--- config.mk ---
export PLATFORM = sky130hd
export DESIGN_NAME = tsu_counter
export DESIGN_NICKNAME = d
export VERILOG_FILES = /design/src/rtl/tsu_counter.sv
export SDC_FILE = /design/constraint.sdc
export NUM_CORES = 1
export LEC_CHECK = 0
export CAP_MARGIN = 30
export CORE_MARGIN = 2
export CORE_UTILIZATION = 35
export DETAILED_ROUTE_END_ITERATION = 12
export GPL_ROUTABILITY_DRIVEN = 1
export PLACE_DENSITY = 0.62
export SLEW_MARGIN = 40
export SYNTH_ARGS = -nofsm -noshare
export SYNTH_HDL_FRONTEND = slang
export SYNTH_SLANG_ARGS = --single-unit
--- constraint.sdc ---
create_clock -name clk -period 4.2 [get_ports clk]
set_input_delay 0.42 -clock clk [delete_from_list [all_inputs] [get_ports clk]]
set_output_delay 0.42 -clock clk [all_outputs]
set_load 0.05 [all_outputs]
--- src/rtl/tsu_counter.sv ---
// Enable/clear counter; a LO-word read snapshots the upper bits
// into a shadow so a following HI read is coherent.
module tsu_counter #(
    parameter int CNT_W = 64
) (
    input  logic             clk,
    input  logic             reset,
    input  logic             en,
    input  logic             clr,
    input  logic             snap,
    output logic [CNT_W-1:0] count,
    output logic [CNT_W-33:0] shadow
);

    always_ff @(posedge clk or negedge reset) begin
        if (!reset) begin
            count  <= '0;
            shadow <= '0;
        end else if (clr) begin
            count  <= '0;
            shadow <= '0;
        end else begin
            if (en)
                count <= count + CNT_W'(1);
            if (snap)
                shadow <= count[CNT_W-1:32];
        end
    end

endmodule

## Word level (Yosys, flattened, before mapping)

Index checks and enable logic that the tools add are counted.

| storage, ports and cells | value |
|---|---|
| bits of input ports | 5 |
| flip-flop bits (word level) | 96 |

| cells by class | value |
|---|---|
| add/sub/neg operators | 1 |
| multiplexer cells | 4 |
| reduce and logical (&&, ||, !) cells | 2 |

Operators by type and width:

| operator | count |
|---|---|
| 64-bit two-way mux | 2 |
| 64-bit by 1-bit adder with 64-bit output (second input constant) | 1 |
| 32-bit two-way mux | 2 |
| 2-bit nonzero test | 2 |

## Longest topological paths before layout

Gate-level depths: netlist (run 1).

| depth | value |
|---|---|
| depth after elaboration | 3 |
| mapped depth | 8 |
| gate-level depth less buffers | 6 |

## Worst setup path before layout (run 1)

Ideal clock, no wire load.

| timing path | value |
|---|---|
| path type | flip-flop to flip-flop |
| from | reg count[0] |
| to | reg count[58] |
| arrival | 2773 ps |
| cell stages (with the launch flop) | 9 |
| clock period less this slack | 2851 ps |
| library setup time | 78 ps |
| path slack | 1349 ps |
| required time | 4122 ps |
| cell sequence | dfrtp_1 ha_1 o2111ai_4 or3_1 buf_2 or4_1 buf_2 or3_1 a21oi_1 |

| on the way | value |
|---|---|
| longest elaborated chain between the ends | 3 |

Ends and longest elaborated chain:

| element | RTL line | RTL |
|---|---|---|
| start: declaration | 11 | `output logic [CNT_W-1:0] count,` |
| start signal: assignment | 24 | `count <= count + CNT_W'(1);` |
| 64-bit by 1-bit adder with 64-bit output | 24 |  |
| 64-bit two-way mux | 23 | `if (en)` |
| 64-bit two-way mux | 19 | `end else if (clr) begin` |

No other way between the ends. The select of a mux whose other input is x is not followed.
A chain may end at the register's enable or synchronous reset.

## Final worst setup path (run 1)

| timing path | value |
|---|---|
| from | in en |
| to | reg count[58] |

| on the way | value |
|---|---|
| longest elaborated chain between the ends | 1 |

Ends and longest elaborated chain:

| element | RTL line | RTL |
|---|---|---|
| start: declaration | 8 | `input logic en,` |
| 2-bit nonzero test (no line) | - |  |

No other way between the ends.

==> results of run 1 <==
synthesized netlist by cell type, drive strengths merged, types with 11 or more instances:
master,n
mux2i,33
or4,11
a21oi,24
or3,18
nand4,23
o21ai,16
nand3,22
clkbuf,13
nand2,24
nor4,17
dfrtp,96
xor2,18
xnor2,20
nor2,78
worst register-to-register path, stage by stage (launching register included):
cell	delay, ns
dfrtp_1	0.43
ha_1	0.28
o2111ai_4	0.18
or3_1	0.61
or4_1	0.71
or3_1	0.39
a21oi_1	0.17
layout make-up:
type                       instances  area, µm²  area share (%)
timing repair buffer             103       1020            16.9
tap                              172        215            3.56
clock buffer                      14        274            4.53
sequential                        96       2400            39.7
inverter                           6       22.5           0.372
clock inverter                     2       12.5           0.207
multi-input combinational        340       2100            34.7
metal layers:
layer / part of all wire (%) / vias to the layer above
li1: - / 1844
met1: 46 / 1884
met2: 46 / 115
met3: 6.8 / 15
met4: 1.4 / 0
met5: 0 / -
metrics by stage:
step | instance area [µm²] | hold WS, ns | total power, µW | instances
floorplan | 4600 | 0.124 | 987 | 464
global placement | 5740 | 0.502 | 1020 | 717
detailed placement | 5760 | 0.468 | 1020 | 717
CTS | 6040 | 0.0906 | 1820 | 733
global route | 6050 | 0.123 | 1860 | 733
finish | 6050 | 0.0535 | 1800 | 733
layout by cell type, fill, tap and decap left out, types with 2 or more instances in the layout:
cell type         n
clkbuf_8          3
xor2_1           18
o21ai_0          16
inv_1             6
nor4_2            2
nand4_2           2
or3_1            18
clkbuf_1          2
buf_6             2
clkbuf_16         9
mux2i_1          33
clkdlybuf4s50_1  97
o31ai_1           8
a21oi_1          24
nand4_1          21
nor4_1           15
nor2_1           78
or4_1            11
dfrtp_1          96
nor3_1            9
xnor2_1          20
and4_1            4
nand2_1          24
buf_4             4
and3_1            6
nand3_1          22
where the power goes:
group          leakage [µW]  internal (µW)  total (µW)  switching, µW
registers           0.00134            926         929           3.02
clock network      0.000139            450         797            347
logic              0.000913           16.9        70.4           53.5
total               0.00239           1390        1800            403
logic make-up after synthesis:
family / after synthesis
xor+xnor: 38
mux: 33
simple gates: 216
flops: 96
compound gates: 52
fa+ha+maj: 1
buf+inv: 28
sequential cells by signal (all words and copies together), names as in the netlist:
signal / count
count: 64
shadow: 32
final timing paths:
path                       startpoint          to  cells after the start
min reg2reg                shadow[27]  shadow[27]                      2
max in group asynchronous       reset   count[42]                      2
max reg2reg                  count[0]   count[58]                      6
min in group clk                  clr    count[6]                      2
min                             reset  shadow[16]                      1
max                                en   count[58]                      6
==> impl_results.md, run 1 <==
* First-pass GRT wire length at 19900 µm
* Global Route met3 Usage at 4.78%
* CP delay by family, top: simple AND/OR/NAND/NOR gates
* Initial antenna violation count at 0
* Cell taking the most area after synthesis: dfrtp_1
* Setup TNS at 0 ns
* Worst Path Buf+Inv at 1
* Gr busiest metal: met2
* Post-CTS setup buffers at 0
* Cts hold-fix bufs at 0
* Final WL at 11700 µm
* Starting Density at 36.2%
* Max transition margin at 52.7%
* Mux share of post-synthesis cell area at 7.17%
* Crit path DAT at 3.23 ns
* PwrDens at 297 nW/µm²
* Mapped Area at 4600 µm²
* GRT Total Usage at 17.5%
* Critical path class: in -> reg
* Yosys warning total at 0
* GR Layer Usage met2 at 27.5%
* Compound-Gate Fraction of Synth Area at 6.79%
* Top FF cell, synth: dfrtp_1
* Reg2reg setup slack at 1.35 ns
* Clk_skew at 0.00612 ns
* Setup ws final at 1.23 ns
* Top cells by area, synth: dfrtp_1, mux2i_1, nor2_1
* Post-synth EDFFs at 0
* Num rows at 41
* Die extent in y at 119 µm
* N_diodes at 0
* Netlist cell types at 32
* Clk Latency, worst-skew pair at 0.35 ns
* Mapped Avg Cell Area at 9.92 µm²
* DRC errors left at 0
* Final #Nets at 562
* First DRT Iteration DRCs at 218
* CTS root buffer: clkbuf_16
* Final hold viol count at 0
* Final Setup Violations at 0
* Synth Instances at 464
* Crit path required time at 4.47 ns
* Final Cycle Share at 70.6%
* Final core utilization at 47.6%
* Post-synth top area share at 52.2%
* Final weighted congestion in routability-driven placement at 0.835
* Largest family of logic cells by synthesized area: simple AND/OR/NAND/NOR gates
* TritonRoute pass-1 iters at 6
* Maximum fanout along the worst path at 15
* Overflow after GRT at 0
* I/O Buffers at 100
* Max clock buf depth at 2
* Die footprint at 14100 µm²
* Type of origin of the critical path: input port
* Vias in the first global route at 3858
* Slew Viols, Final at 0
* Max_cap viols at 0
* TritonCTS buffer count at 9
* Minimum clock period at 2.97 ns
* Adder-cell area share of the yosys netlist at 0.272%
* Clock transition at path regs at 0.07 ns
* Slowest stage cell on the critical path: clkdlybuf4s50_1
* # clock sinks at 96
* Top Ports at 101
* Simple-gate share of the synthesized area at 23.9%
* Antenna viol nets, final at 0
* Core box area at 12700 µm²
* Critical path cell sequence: clkdlybuf4s50_1, o2111ai_4, or3_1, or4_1, or3_1, a21oi_1
* Fmax at 337 MHz
* Layout cells sized above 1 at 4.81%
* Max stage delay on crit path at 0.74 ns
* Largest net degree at the start of global routing at 94
* Die width at 119 µm
* Status: complete, no violations
* Hpwl dp at 8130 µm
* Synth Net Count at 470
* FFs w/ async S/R, synth at 100%
* Xor and xnor area share after synthesis at 7.23%
* Hold Path Class: in -> async
* Total leakage power at 0.00239 µW
* Post-CTS sizing at 0
* Area grow syn2layout at 31.4%
* Via Count at 3858
* Yosys reg bits at 96
* CTS H-Tree Depth at 3
* Least-Margin Pin Slew at 0.702 ns
* GR Layer Usage met1 at 23.4%
* RSZ-0062 raised after global routing: false
* CTS tree: done
* Post-Place Worst Slack at 0.878 ns
* Via density at 5.26
* Crit-path most repeated cell: or3_1
* Worst vdd ir at 0.000156 V
* Register area share after synthesis at 52.2%
* CP endpoint kind: register
* Avg WL per Cell at 16.0 µm
* Fillers at 1254
(Power assumes the default switching activity.)
==> run 2: changes to the inputs <==
==> constraint.sdc (replaced) <==
create_clock -name clk -period 2.85 [get_ports clk]
set_input_delay 0.285 -clock clk [delete_from_list [all_inputs] [get_ports clk]]
set_output_delay 0.285 -clock clk [all_outputs]
set_load 0.05 [all_outputs]
==> impl_results.md, run 2 (synthesized netlist as in run 1, its figures left out) <==
* Die footprint at 14100 µm²
* Final Setup Violations at 0
* Clk Latency, worst-skew pair at 0.35 ns
* I/O Buffers at 100
* Die extent in y at 119 µm
* Minimum clock period at 2.53 ns
* TritonRoute pass-1 iters at 4
* Antenna viol nets, final at 0
* CTS tree: done
* Avg WL per Cell at 15.8 µm
* Most common cell after layout, fill and taps aside: clkdlybuf4s50_1
* Die width at 119 µm
* # clock sinks at 96
* GRT Total Usage at 17.4%
* Type of origin of the critical path: register
* Crit path required time at 3.12 ns
* N_diodes at 0
* Core box area at 12700 µm²
* Most flop-heavy register: count
* RSZ-0062 raised after global routing: false
* Vias in the first global route at 3791
* Final Cycle Share at 88.8%
* Post-CTS setup buffers at 0
* Cts hold-fix bufs at 1
* Worst vdd ir at 0.000338 V
* Starting Density at 36.2%
* Slew Viols, Final at 0
* Largest net degree at the start of global routing at 86
* Max clock buf depth at 2
* Final WL at 11800 µm
* First DRT Iteration DRCs at 251
* Least-Margin Pin Slew at 0.685 ns
* Final core utilization at 48.6%
* Maximum fanout along the worst path at 8
* Num rows at 41
* CTS root buffer: clkbuf_16
* Layout cells sized above 1 at 7.13%
* Placed cell count at 730
* Status: complete, no violations
* Hpwl dp at 8300 µm
* Hold Path Class: in -> reg
* Number of flip-flops in the largest register at 64
* Clk_skew at 0.0101 ns
* Setup ws final at 0.318 ns
* Regs by FF count: count x64, shadow x32
* PwrDens at 455 nW/µm²
* Final #Nets at 576
* Clock transition at path regs at 0.07 ns
* Max transition margin at 54.3%
* TritonCTS buffer count at 9
* Fmax at 395 MHz
* Max_cap viols at 0
* CP endpoint kind: register
* Post-route insts no fill at 747
* First-pass GRT wire length at 19600 µm
* CTS H-Tree Depth at 3
* Final weighted congestion in routability-driven placement at 0.786
* Most frequent cells in the layout: clkdlybuf4s50_1, dfrtp_1, nor2_1
* Via Count at 3939
* Critical path class: reg -> reg
* Top Ports at 101
* Setup TNS at 0 ns
* Crit path DAT at 2.81 ns
* DRC errors left at 0
* Post-CTS sizing at 0
* Area grow syn2layout at 34.3%
* Final hold viol count at 0
* Total leakage power at 0.00248 µW
* Via density at 5.27
* Overflow after GRT at 0
* Initial antenna violation count at 0
* Post-Place Worst Slack at 0.164 ns
==> run 2: critical path, cell delays in order, from the launching register on <==
cell     delay, ns
dfrtp_1       0.47
and4_1        0.32
nand4_1       0.36
or4_1         0.75
or3_1         0.40
a21oi_1       0.15
==> run 2: layer usage <==
layer,track usage (%),vias up,share of wire [%]
met3,5.74,12,5.7
met4,4.09,0,0.81
met5,0,-,0
li1,-,1873,-
met1,23.7,1957,47
met2,26.7,97,46
==> run 2: layout make-up <==
class,instances,area [µm²]
Fill cell,1232,6540
Clock inverter,6,90.1
Multi-Input combinational cell,340,2090
Sequential cell,96,2400
Clock buffer,10,239
Timing Repair Buffer,117,1130
Tap cell,172,215
Inverter,6,22.5
==> run 2: path summary, 6_finish.rpt <==
check | startpoint | end | slack [ns] | cells after the start
max in group asynchronous | reset | count[0] | 1.53 | 3
max | count[12] | count[54] | 0.32 | 5
min | clr | count[6] | 0.24 | 2
min reg2reg | shadow[23] | shadow[23] | 0.52 | 2
max reg2reg | count[12] | count[54] | 0.32 | 5
min in group asynchronous | reset | count[51] | 0.52 | 2
==> run 2: where the power goes <==
group / switching, µW / internal, µW / leakage, µW
Combinational: 80.3 / 27.1 / 0.000977
Clock: 538 / 796 / 0.000159
Sequential: 5.00 / 1360 / 0.00134
==> run 2: stage by stage <==
| step | area [µm²] | hold WS, ns | power, µW |
|---|---|---|---|
| after CTS | 6180 | 0.222 | 2850 |
| final | 6180 | 0.240 | 2810 |
| after global placement | 5840 | 0.367 | 1500 |
| after global routing | 6180 | 0.254 | 2920 |
| after detailed placement | 5840 | 0.373 | 1500 |
| after floorplan | 4610 | -0.0106 | 1450 |
